[config.mk]
export PLATFORM = sky130hd
export DESIGN_NAME = i2c_slave_regs
export DESIGN_NICKNAME = d
export VERILOG_FILES = /design/src/rtl/i2c_slave_regs.sv
export SDC_FILE = /design/constraint.sdc
export NUM_CORES = 1
export LEC_CHECK = 0
export CAP_MARGIN = 30
export CORE_ASPECT_RATIO = 1.4
export CORE_MARGIN = 2
export CORE_UTILIZATION = 35
export DETAILED_ROUTE_END_ITERATION = 12
export PLACE_DENSITY = 0.51
export SYNTH_ARGS = -nofsm -noshare
export SYNTH_HDL_FRONTEND = slang
export SYNTH_SLANG_ARGS = --single-unit
[constraint.sdc]
create_clock -name clk -period 2.1 [get_ports clk]
set_input_delay 0.315 -clock clk [delete_from_list [all_inputs] [get_ports clk]]
set_output_delay 0.315 -clock clk [all_outputs]
set_load 0.05 [all_outputs]
[src/rtl/i2c_slave_regs.sv]
// ---------------------------------------------------------------------------
// i2c_slave_regs
// I2C target with 7-bit addressing that oversamples SCL/SDA in the system
// clock domain. The bus protocol maps onto a byte-wide register-file port:
// a pointer byte follows the address. Writes and reads then auto-increment
// the pointer. Repeated START and an open-drain SDA driver are supported.
//
// Ports
//   clk, rst_n   system clock (>= 16x SCL), asynchronous active-low reset
//   slave_addr   own 7-bit address, captured at every START
//   scl_i, sda_i raw pad inputs (synchronised internally)
//   sda_oe       1 = pull SDA low, 0 = release
//   reg_addr     current register pointer
//   reg_wdata    write data, qualified by reg_we
//   reg_we       one-clk write strobe
//   reg_re       one-clk read strobe; reg_rdata is expected one clk later
//   reg_rdata    read data from the register bank
//   busy         high from own-address ACK until STOP/START
// ---------------------------------------------------------------------------
module i2c_slave_regs #(
  parameter int REG_DEPTH   = 16,
  parameter int PTR_W       = $clog2(REG_DEPTH),
  parameter int SYNC_STAGES = 2
) (
  input  logic             clk,
  input  logic             rst_n,
  input  logic [6:0]       slave_addr,
  input  logic             scl_i,
  input  logic             sda_i,
  output logic             sda_oe,
  output logic [PTR_W-1:0] reg_addr,
  output logic [7:0]       reg_wdata,
  output logic             reg_we,
  output logic             reg_re,
  input  logic [7:0]       reg_rdata,
  output logic             busy
);

  typedef enum logic [3:0] {
    IDLE, ADDR, ADDR_ACK, PTR, PTR_ACK, WDATA, WDATA_ACK, RDATA, RDATA_ACK, IGNORE
  } state_t;

  localparam logic [PTR_W-1:0] PTR_MAX   = PTR_W'(REG_DEPTH - 1);
  localparam logic [8:0]       DEPTH_LIM = 9'(REG_DEPTH);

  logic [SYNC_STAGES-1:0] scl_sync, sda_sync;
  logic                   scl_d, sda_d;
  logic                   scl_s, sda_s;
  logic                   scl_rise, scl_fall, start_det, stop_det;

  state_t           state, state_n;
  logic [3:0]       bit_cnt, bit_cnt_n;
  logic [7:0]       shift, shift_n;
  logic [6:0]       tx, tx_n;
  logic [PTR_W-1:0] ptr, ptr_n, ptr_inc;
  logic [6:0]       own_addr, own_addr_n;
  logic             rw, rw_n;
  logic             mack, mack_n;
  logic             re_d;
  logic             sda_oe_n, busy_n, we_n, re_n;
  logic [7:0]       wdata_n;

  // Pad synchronisers followed by one edge-detect stage. Reset to the idle
  // bus level so that leaving reset does not fabricate a START.
  always_ff @(posedge clk or negedge rst_n) begin
    if (!rst_n) begin
      scl_sync <= '1;
      sda_sync <= '1;
      scl_d    <= 1'b1;
      sda_d    <= 1'b1;
    end else begin
      scl_sync <= {scl_sync[SYNC_STAGES-2:0], scl_i};
      sda_sync <= {sda_sync[SYNC_STAGES-2:0], sda_i};
      scl_d    <= scl_sync[SYNC_STAGES-1];
      sda_d    <= sda_sync[SYNC_STAGES-1];
    end
  end

  // Bus events. START/STOP only need SCL high now, so an SDA edge that lands
  // in the same cycle as an SCL rise is still treated as a bus condition.
  assign scl_s     = scl_sync[SYNC_STAGES-1];
  assign sda_s     = sda_sync[SYNC_STAGES-1];
  assign scl_rise  = scl_s & ~scl_d;
  assign scl_fall  = ~scl_s & scl_d;
  assign start_det = scl_s & sda_d & ~sda_s;
  assign stop_det  = scl_s & ~sda_d & sda_s;

  assign ptr_inc  = (ptr == PTR_MAX) ? '0 : ptr + 1'b1;
  assign reg_addr = ptr;

  // State and datapath registers.
  always_ff @(posedge clk or negedge rst_n) begin
    if (!rst_n) begin
      state     <= IDLE;
      bit_cnt   <= '0;
      shift     <= '0;
      tx        <= '0;
      ptr       <= '0;
      own_addr  <= '0;
      rw        <= 1'b0;
      mack      <= 1'b1;
      re_d      <= 1'b0;
      sda_oe    <= 1'b0;
      busy      <= 1'b0;
      reg_we    <= 1'b0;
      reg_re    <= 1'b0;
      reg_wdata <= '0;
    end else begin
      state     <= state_n;
      bit_cnt   <= bit_cnt_n;
      shift     <= shift_n;
      tx        <= tx_n;
      ptr       <= ptr_n;
      own_addr  <= own_addr_n;
      rw        <= rw_n;
      mack      <= mack_n;
      re_d      <= reg_re;
      sda_oe    <= sda_oe_n;
      busy      <= busy_n;
      reg_we    <= we_n;
      reg_re    <= re_n;
      reg_wdata <= wdata_n;
    end
  end

  // Next-state logic. Received bits shift in on SCL rise. The SDA driver
  // only moves on SCL fall, except for the first bit of a read byte. That
  // bit is driven once the bank data arrives, two clks after the read
  // strobe and still well inside the SCL low phase.
  always_comb begin
    state_n    = state;
    bit_cnt_n  = bit_cnt;
    shift_n    = shift;
    tx_n       = tx;
    ptr_n      = ptr;
    own_addr_n = own_addr;
    rw_n       = rw;
    mack_n     = mack;
    sda_oe_n   = sda_oe;
    busy_n     = busy;
    we_n       = 1'b0;
    re_n       = 1'b0;
    wdata_n    = reg_wdata;

    if (start_det) begin
      state_n    = ADDR;
      bit_cnt_n  = '0;
      sda_oe_n   = 1'b0;
      busy_n     = 1'b0;
      own_addr_n = slave_addr;
    end else if (stop_det) begin
      state_n  = IDLE;
      sda_oe_n = 1'b0;
      busy_n   = 1'b0;
    end else begin
      case (state)
        ADDR: begin
          if (scl_rise) begin
            shift_n   = {shift[6:0], sda_s};
            bit_cnt_n = bit_cnt + 4'd1;
          end else if (scl_fall && bit_cnt == 4'd8) begin
            if (shift[7:1] == own_addr) begin
              state_n  = ADDR_ACK;
              sda_oe_n = 1'b1;
              busy_n   = 1'b1;
              rw_n     = shift[0];
            end else begin
              state_n = IGNORE;
            end
          end
        end
        ADDR_ACK: begin
          if (scl_fall) begin
            sda_oe_n  = 1'b0;
            bit_cnt_n = '0;
            if (rw) begin
              state_n = RDATA;
              re_n    = 1'b1;
            end else begin
              state_n = PTR;
            end
          end
        end
        PTR: begin
          if (scl_rise) begin
            shift_n   = {shift[6:0], sda_s};
            bit_cnt_n = bit_cnt + 4'd1;
          end else if (scl_fall && bit_cnt == 4'd8) begin
            if ({1'b0, shift} < DEPTH_LIM) begin
              ptr_n    = shift[PTR_W-1:0];
              sda_oe_n = 1'b1;
              state_n  = PTR_ACK;
            end else begin
              state_n = IGNORE;
            end
          end
        end
        PTR_ACK: begin
          if (scl_fall) begin
            sda_oe_n  = 1'b0;
            bit_cnt_n = '0;
            state_n   = WDATA;
          end
        end
        WDATA: begin
          if (scl_rise) begin
            shift_n   = {shift[6:0], sda_s};
            bit_cnt_n = bit_cnt + 4'd1;
            if (bit_cnt == 4'd7) begin
              wdata_n = {shift[6:0], sda_s};
              we_n    = 1'b1;
            end
          end else if (scl_fall && bit_cnt == 4'd8) begin
            sda_oe_n = 1'b1;
            state_n  = WDATA_ACK;
          end
        end
        WDATA_ACK: begin
          if (scl_fall) begin
            sda_oe_n  = 1'b0;
            bit_cnt_n = '0;
            ptr_n     = ptr_inc;
            state_n   = WDATA;
          end
        end
        RDATA: begin
          // tx keeps only the bits not yet on the wire; MSB goes straight out.
          if (re_d) begin
            tx_n      = reg_rdata[6:0];
            sda_oe_n  = ~reg_rdata[7];
            bit_cnt_n = '0;
          end else if (scl_rise) begin
            bit_cnt_n = bit_cnt + 4'd1;
          end else if (scl_fall) begin
            if (bit_cnt == 4'd8) begin
              sda_oe_n = 1'b0;
              state_n  = RDATA_ACK;
            end else begin
              sda_oe_n = ~tx[6];
              tx_n     = {tx[5:0], 1'b0};
            end
          end
        end
        RDATA_ACK: begin
          if (scl_rise) begin
            mack_n = sda_s;
          end else if (scl_fall) begin
            if (!mack) begin
              ptr_n     = ptr_inc;
              re_n      = 1'b1;
              bit_cnt_n = '0;
              state_n   = RDATA;
            end else begin
              state_n = IGNORE;
            end
          end
        end
        default: begin
        end
      endcase
    end
  end

endmodule

==> out/qor.yml, run 1 <==
status: "finished with violations"
violations: "hold timing"
path_buf_inv: 1
track_usage: 0.1800
cts_sinks: 55
die-area_um2: 9161
cp_top_family: "simple AND/OR/NAND/NOR gates"
layout_commonest_cell: "dfrtp_1"
power_switching_uw: 1129
ant_nets: 0
rows: 39
ys_warn_count: 0
num_vias: 2453
drc: 0
dp_hpwl_um: 5777
p_int_uw: 2188
finalMaxSlewViolations: 0
crit_required_ns: 2.30
synth_top_area_cell: "dfrtp_1"
sw_frac_of_total: 0.3404
hold_slack_ns: -0.01097
antenna_found_initial: 0
crit_type: "reg -> reg"
ys.flop_type: "dfrtp_1"
grt_max_degree: 36
place_ws_ns: 0.03965
path_max_fanout: 8
placed_cells: 448
comb_power_share: 0.327
maxCapViolCount: 0
diodes: 0
io-pin-count: 35
synth_cells: 290
clockRootBuffer: "clkbuf_16"
p_leak_uw: 0.001596
setup_viol: 0
power_density_nw_per_um2: 870.2
gp_congestion: 0.8729
syn_to_final_growth_pct: 29.62
wl_per_cell_um: 16.70
final_cells: 457
ys_seq_area_frac: 0.4711
clkTransAtPathRegs_ns: 0.08
clock_skew_ns: 0.009603
mostFrequentLayoutCells: "dfrtp_1 (48), nand2_1 (38), buf_4 (37)"
pwr-share-clk: 0.264
cp-end-kind: "flip-flop"
fp.coreArea_um2: 8149
grt_pass1_vias: 2513
fmax_mhz: 506.8
p_seq_frac: 0.409
htree_levels: 2
synth_cell_type_count: 61
synth_area_per_cell_um2: 10.14
synthesis.area_um2: 2940
synth.area.top_cells: "dfrtp_1 (41%), dfstp_2 (6.3%), mux2_2 (6.1%)"
drive_above_1_share: 0.2310
routed_via_density: 5.368
critPathLaunchType: "flip-flop"
io_buffer_count: 34
wl_um: 7634
worst_pin_slew_ns: 0.5157
crit_arrival_ns: 2.17
grt_pass1_wl_um: 12670
fin_crit_ns: 1.973
grt_overflow: 0
cts_tree: "done"
synthArstFlopShare: 1.000
critPathMaxStageDelay_ns: 0.41
dr.first_iter.drc_count: 138
dr.pass1.iters: 4
fin_ws_ns: 0.1270
period_share: 0.9395
ir_drop_uv: 504.6
synth_edf_count: 0
yosys.area.top_type_share: 0.4085
synth-seq-cells: 55
initial_utilization: 0.3608
min_path_type: "in -> async"
finalHoldViolations: 8
final_nets: 376
relSlewSlack: 0.6551
fp.dieW_um: 81.47
path_cells: "inv_1 > ha_4 > or4bb_1 > a21oi_2 > mux2i_4 > and2_1 > o41ai_2"
rrSetupSlack_ns: 0.13
numCtsBuffers: 5
syn-num-nets: 312
die_h_um: 112.5
crit_path_top_delay_cell: "dfrtp_1"
clk_path_buf_depth: 2
clock_latency_ns: 0.30
## sequential cells by signal, indices dropped and copies added (netlist names)
name       flops
bit_cnt        4
sda_sync       2
sda_d          1
tx             7
shift          8
scl_sync       2
re_d           1
scl_d          1
sda_oe         1
rw             1
own_addr       7
reg_re         1
reg_addr       4
reg_we         1
mack           1
reg_wdata      8
busy           1
state          4
## through the flow
stage | utilization | hold WS, ns | instance area (µm²) | power [µW] | TNS [ns]
finish | 0.4677 | -0.01097 | 3811 | 3317 | 0
global route | 0.4677 | 0.02345 | 3811 | 3513 | -0.01095
CTS | 0.4628 | 0.002395 | 3771 | 3309 | 0
detailed placement | 0.4442 | 0.3291 | 3620 | 2424 | 0
global placement | 0.4442 | 0.3208 | 3620 | 2427 | 0
floorplan | - | 0.01941 | 2940 | 1946 | 0
## cells in the mapped netlist, types with 2 or more instances
library cell	instances
dfrtp_1	48
nand2_1	38
a21oi_1	19
nor2_1	17
mux2_2	16
o21ai_0	11
mux2i_1	10
buf_2	8
dfstp_2	7
nand2b_1	7
nor2b_1	7
xor2_1	7
a31oi_1	6
clkbuf_1	6
inv_1	6
nand3_1	6
nor4_1	4
o211ai_1	4
a311oi_1	3
and3b_1	3
ha_1	3
nand3b_1	3
nand4_1	3
nor3_1	3
a211oi_1	2
a21boi_0	2
a221oi_1	2
and4_1	2
nor3b_1	2
o21a_1	2
or3_1	2
xnor2_1	2
## cell type report
| cell class | count | area, µm² |
|---|---|---|
| repair buffers | 72 | 633.1 |
| well taps | 102 | 127.6 |
| fillers | 794 | 4338 |
| clock inverters | 3 | 26.28 |
| inverters | 7 | 26.28 |
| clock buffers | 5 | 125.1 |
| flip-flops and latches | 55 | 1385 |
| multi-input cells | 213 | 1488 |
## kinds of logic after synthesis
| kind of cell | share of synthesized area |
|---|---|
| AO/OA/AOI/OAI | 0.1528 |
| XOR/XNOR | 0.02681 |
| adder cells (fa/ha/maj) | 0.01277 |
| buffers and inverters | 0.03404 |
| flip-flops | 0.4711 |
| multiplexers | 0.1000 |
| AND/OR/NAND/NOR | 0.2026 |
## power by group through the flow
| stage | clock [µW] | combinational [µW] | sequential [µW] |
|---|---|---|---|
| final | 874 | 1090 | 1360 |
| after CTS | 900 | 1050 | 1360 |
| after detailed placement | 0 | 1040 | 1380 |
| after global placement | 0 | 1050 | 1380 |
| after floorplan | 0 | 554 | 1390 |
| after global routing | 943 | 1190 | 1380 |
## final timing paths
kind / startpoint / to / depth (start not counted)
worst max register to register: bit_cnt[0] / state[0] / 7
min in group clk: scl_sync[0] / scl_sync[1] / 0
worst min register to register: scl_sync[0] / scl_sync[1] / 0
worst min-delay path: rst_n / bit_cnt[2] / 2
worst max-delay path: bit_cnt[0] / state[0] / 7
max in group asynchronous: rst_n / sda_sync[1] / 2
## layer usage
layer / global-route usage / vias up / routed length, µm
li1: - / 1180 / -
met1: 0.2068 / 1180 / 3011
met2: 0.3098 / 71 / 3986
met3: 0.03698 / 22 / 351
met4: 0.08814 / 0 / 284
met5: 0 / - / 0
## repair_timing
action,4_1_cts,5_1_grt
setup endpoints to repair,0,8
buffers inserted,0,1
gates resized for setup,0,6
hold buffers,0,0
hold endpoints to repair,0,0
No activity file was read; power rests on OpenSTA's default activity.
==> inputs of run 2 (changes only) <==
- CORE_UTILIZATION: 35 -> 24
- PLACE_DENSITY: 0.51 -> 0.38
==> out/qor.yml, run 2 (synthesis results as in run 1) <==
cts_sinks: 55  # unchanged
clockRootBuffer: "clkbuf_16"  # unchanged
initial_utilization: 0.2475  # was 0.3608
period_share: 0.9356  # was 0.9395
worst_pin_slew_ns: 0.5154  # was 0.5157 ns
critPathLaunchType: "flip-flop"  # unchanged
mostFrequentLayoutCells: "dfrtp_1 (44), nand2_1 (38), clkdlybuf4s50_1 (33)"  # was dfrtp_1 (48), nand2_1 (38), buf_4 (37)
clk_path_buf_depth: 2  # unchanged
antenna_found_initial: 0  # unchanged
finalHoldViolations: 0  # was 8
dp_hpwl_um: 5979  # was 5777 µm
grt_pass1_wl_um: 13940  # was 12670 µm
cp-end-kind: "flip-flop"  # unchanged
num_vias: 2408  # was 2453
io_buffer_count: 34  # unchanged
io-pin-count: 35  # unchanged
htree_levels: 2  # unchanged
place_ws_ns: 0.02578  # was 0.03965 ns
top_regs: "reg_wdata (8), shift (8)"  # unchanged
die-area_um2: 13170  # was 9161 µm²
power_density_nw_per_um2: 884.7  # was 870.2 nW/µm²
fin_crit_ns: 1.965  # was 1.973 ns
min_path_type: "in -> async"  # unchanged
drc: 0  # unchanged
final_area_um2: 3904  # was 3811 µm²
place_area_um2: 3659  # was 3620 µm²
diodes: 0  # unchanged
numCtsBuffers: 5  # unchanged
setup_tns_ns: 0  # unchanged
ctsHoldBuffers: 0  # unchanged
path_cells: "inv_1 > ha_4 > or4bb_1 > a21oi_2 > mux2i_4 > and2_1 > o41ai_2"  # unchanged
fmax_mhz: 509.0  # was 506.8 MHz
wl_per_cell_um: 16.41  # was 16.70 µm
fp.dieW_um: 97.55  # was 81.47 µm
clock_skew_ns: 0.003063  # was 0.009603 ns
cts_tree: "done"  # unchanged
syn_to_final_growth_pct: 32.77  # was 29.62%
drive_above_1_share: 0.2393  # was 0.2310
path_max_fanout: 8  # unchanged
finalMaxSlewViolations: 0  # unchanged
rows: 47  # was 39
wl_um: 8174  # was 7634 µm
p_leak_uw: 0.001589  # was 0.001596 µW
final_cells: 498  # was 457
fillers: 1258  # was 794
die_h_um: 135.0  # was 112.5 µm
placed_cells: 489  # was 448
track_usage: 0.1330  # was 0.1800
crit_required_ns: 2.29  # was 2.30 ns
hold_slack_ns: 0.002468  # was -0.01097 ns
grt_pass1_vias: 2621  # was 2513
final_nets: 372  # was 376
routed_via_density: 4.835  # was 5.368
critPathMaxStageDelay_ns: 0.42  # was 0.41 ns
setup_viol: 0  # unchanged
gp_congestion: 0.8037  # was 0.8729
dr.first_iter.drc_count: 70  # was 138
relSlewSlack: 0.6554  # was 0.6551
crit_type: "reg -> reg"  # unchanged
dr.pass1.iters: 4  # unchanged
grt_overflow: 0  # unchanged
clock_latency_ns: 0.30  # about the same
layout_commonest_cell: "dfrtp_1"  # unchanged
crit_arrival_ns: 2.16  # was 2.17 ns
ant_nets: 0  # unchanged
clkTransAtPathRegs_ns: 0.07  # was 0.08 ns
fp.coreArea_um2: 11880  # was 8149 µm²
crit_path_top_delay_cell: "or4bb_1"  # was dfrtp_1
rsz0062_at_grt: "false"
ir_drop_uv: 338.1  # was 504.6 µV
maxCapViolCount: 0  # unchanged
status: "finished clean"  # was finished with violations
grt_max_degree: 56  # was 36
fin_ws_ns: 0.1352  # was 0.1270 ns
-- run 2: cell count changes in the layout (fill, tap and decap cells not counted), sizes merged --
| cell | delta |
|---|---|
| clkbuf | +1 |
| inv | -2 |
| bufinv | +1 |
| buf | -4 |
-- run 2: path summary, 6_finish.rpt --
check,start,endpoint,slack [ns],cells past startpoint
max,bit_cnt[0],state[0],0.14,7
max reg2reg,bit_cnt[0],state[0],0.14,7
max in group asynchronous,rst_n,sda_sync[0],1.79,2
min in group clk,sda_sync[0],sda_sync[1],0.36,0
min reg2reg,sda_sync[0],sda_sync[1],0.36,0
min,rst_n,bit_cnt[3],0.002,2
-- run 2: cell type report --
type | instances | area, µm² | area share
multi-input combinational | 213 | 1510 | 0.3869
sequential | 55 | 1390 | 0.3561
timing repair buffer | 68 | 615.6 | 0.1577
tap | 147 | 183.9 | 0.04712
clock buffer | 6 | 138.9 | 0.03558
clock inverter | 2 | 38.79 | 0.009936
inverter | 7 | 26.28 | 0.006731
-- run 2: worst max-delay path: cells and delay by family (launching register included) --
family | cells | cell delay (ns)
and+or+nand+nor | 2 | 0.61
AOI/OAI and AO/OA | 2 | 0.50
DFF | 1 | 0.39
adders and majority gates | 1 | 0.15
muxes | 1 | 0.13
buffers and inverters | 1 | 0.10
-- run 2: power breakdown --
| group | leakage (µW) | total (µW) | internal, µW | switching [µW] |
|---|---|---|---|---|
| combinational | 0.000828 | 1040 | 514 | 529 |
| sequential | 0.000673 | 1400 | 1200 | 197 |
| clock | 0.0000875 | 1010 | 601 | 410 |
| total | 0.00159 | 3450 | 2320 | 1140 |
-- run 2: routing by layer --
layer / up-vias / track usage / routed length (µm)
li1: 1169 / - / -
met1: 1172 / 0.1549 / 3451
met2: 48 / 0.2356 / 4162
met3: 19 / 0.02692 / 242
met4: 0 / 0.05864 / 318
met5: - / 0 / 0
-- run 2: repair_timing --
| item | CTS | global route |
|---|---|---|
| setup buffers | 0 | 1 |
| gates resized for setup | 0 | 14 |
| setup endpoints to repair | 0 | 10 |
-- run 2: stage by stage --
step                      utilization  total power (µW)
after floorplan                     -              1946
after global placement         0.3080              2409
after detailed placement       0.3080              2414
after CTS                      0.3229              3448
after global routing           0.3286              3673
final                          0.3286              3454
==> inputs of run 3 (changes only) <==
- SKIP_LAST_GASP: unset -> 1
==> out/qor.yml, run 3 (synthesis results as in run 1) <==
mostFrequentLayoutCells: "dfrtp_1 (45), nand2_1 (38), clkdlybuf4s50_1 (33)"  # was dfrtp_1 (44), nand2_1 (38), clkdlybuf4s50_1 (33)
multi_input_area_um2: 1503  # was 1510 µm²
final_nets: 372  # unchanged
grt_pass1_wl_um: 13940  # unchanged
io_buffer_count: 34  # unchanged
num_vias: 2403  # was 2408
period_share: 0.9544  # was 0.9356
fillers: 1258  # unchanged
rsz0062_at_grt: "true"  # was false
diodes: 0  # unchanged
p_leak_uw: 0.001586  # was 0.001589 µW
status: "finished clean"  # unchanged
rows: 47  # unchanged
htree_levels: 2  # unchanged
placed_cells: 489  # unchanged
ff_latch_area_um2: 1389  # was 1390 µm²
die_h_um: 135.0  # unchanged
reg2reg_depth: 5  # was 7
final_cells: 498  # unchanged
setup_viol: 0  # unchanged
ant_nets: 0  # unchanged
ctsHoldBuffers: 0  # unchanged
ir_drop_uv: 337.7  # was 338.1 µV
worst_pin_slew_ns: 0.5154  # unchanged
grt_max_degree: 56  # unchanged
crit_required_ns: 2.29  # about the same
worstReg2RegStart: "state[2]"  # was bit_cnt[0]
wl_um: 8195  # was 8174 µm
min_path_type: "in -> async"  # unchanged
place_ws_ns: 0.02578  # unchanged
syn_to_final_growth_pct: 32.47  # was 32.77%
maxCapViolCount: 0  # unchanged
cts_sinks: 55  # unchanged
numCtsBuffers: 5  # unchanged
antenna_found_initial: 0  # unchanged
die-area_um2: 13170  # unchanged
post-route-util: 0.3279  # was 0.3286
fmax_mhz: 499.0  # was 509.0 MHz
gp_congestion: 0.8037  # unchanged
track_usage: 0.1330  # unchanged
routed_via_density: 4.825  # was 4.835
finalMaxSlewViolations: 0  # unchanged
crit_arrival_ns: 2.20  # was 2.16 ns
clk_path_buf_depth: 2  # unchanged
dp_hpwl_um: 5979  # unchanged
fin_crit_ns: 2.004  # was 1.965 ns
top_regs: "reg_wdata (8), shift (8)"  # unchanged
layout_commonest_cell: "dfrtp_1"  # unchanged
rrSetupSlack_ns: 0.1  # was 0.14 ns
relSlewSlack: 0.6554  # unchanged
path_max_fanout: 14  # was 8
fp.coreArea_um2: 11880  # unchanged
clkTransAtPathRegs_ns: 0.07  # about the same
clockRootBuffer: "clkbuf_16"  # unchanged
dr.first_iter.drc_count: 69  # was 70
power_density_nw_per_um2: 883.3  # was 884.7 nW/µm²
r2r-end: "state[2]"  # was state[0]
initial_utilization: 0.2475  # unchanged
wl_per_cell_um: 16.46  # was 16.41 µm
critPathLaunchType: "flip-flop"  # unchanged
fp.dieW_um: 97.55  # unchanged
cts_tree: "done"  # unchanged
cp-end-kind: "flip-flop"  # unchanged
clock_skew_ns: 0.002908  # was 0.003063 ns
dr.pass1.iters: 4  # unchanged
io-pin-count: 35  # unchanged
grt_overflow: 0  # unchanged
drive_above_1_share: 0.2365  # was 0.2393
finalHoldViolations: 0  # unchanged
fin_ws_ns: 0.09581  # was 0.1352 ns
drc: 0  # unchanged
crit_type: "reg -> reg"  # unchanged
grt_pass1_vias: 2621  # unchanged
clock_latency_ns: 0.30  # about the same
-- run 3: cell count changes in the layout (fill, tap and decap cells not counted) --
cell / delta
a211oi_2: +1
a211oi_4: -1
dfrtp_1: +1
dfrtp_2: -1
-- run 3: per-layer routing --
layer | share of wire | GRT usage
met5 | 0 | 0
met3 | 0.027 | 0.02692
met1 | 0.42 | 0.1549
met2 | 0.51 | 0.2356
met4 | 0.039 | 0.05864
-- run 3: final cells by class --
type / instances / area share
clock buffer: 6 / 0.03566
sequential: 55 / 0.3566
inverter: 7 / 0.006746
tap: 147 / 0.04722
clock inverter: 2 / 0.009958
timing repair buffer: 68 / 0.1580
multi-input combinational: 213 / 0.3858
-- run 3: critical path, stage by stage (launching register included) --
cell and delay, ns:
dfrtp_2 0.52, or2_4 0.29, a211oi_2 0.34, mux2i_4 0.40
a21oi_1 0.08, a221oi_1 0.27
-- run 3: worst max-delay path by stage --
stage | start | to | slack, ns | cells after the start
3_5_place_dp | shift[5] | sda_oe | 0.03 | 5
5_1_grt | state[0] | state[2] | -0.01 | 5
6_report | state[2] | state[2] | 0.1 | 5
2_1_floorplan | bit_cnt[0] | state[0] | 0.22 | 7
3_3_place_gp | shift[5] | rw | 0.04 | 5
4_1_cts | shift[5] | sda_oe | 0.0001 | 5
-- run 3: timing repair --
| action | 4_1_cts | 5_1_grt |
|---|---|---|
| resized for setup | 0 | 12 |
| setup endpoints to repair | 0 | 10 |
| hold endpoints to repair | 0 | 0 |
| setup buffers | 0 | 1 |
-- run 3: stage by stage --
step           area [µm²]  total power [µW]  hold slack (ns)  setup TNS [ns]
2_1_floorplan        2940              1946          0.01941               0
3_3_place_gp         3659              2409           0.3465               0
3_5_place_dp         3659              2414           0.3468               0
4_1_cts              3836              3448          0.02384               0
5_1_grt              3895              3663          0.02666       -0.009829
6_report             3895              3440         0.003647               0
-- run 3: report_power, final --
part	total [µW]	internal, µW	leakage [µW]	switching [µW]
registers	1400	1200	0.000674	198
clock network	1010	601	0.0000875	408
logic	1030	510	0.000824	523
total	3440	2310	0.00159	1130
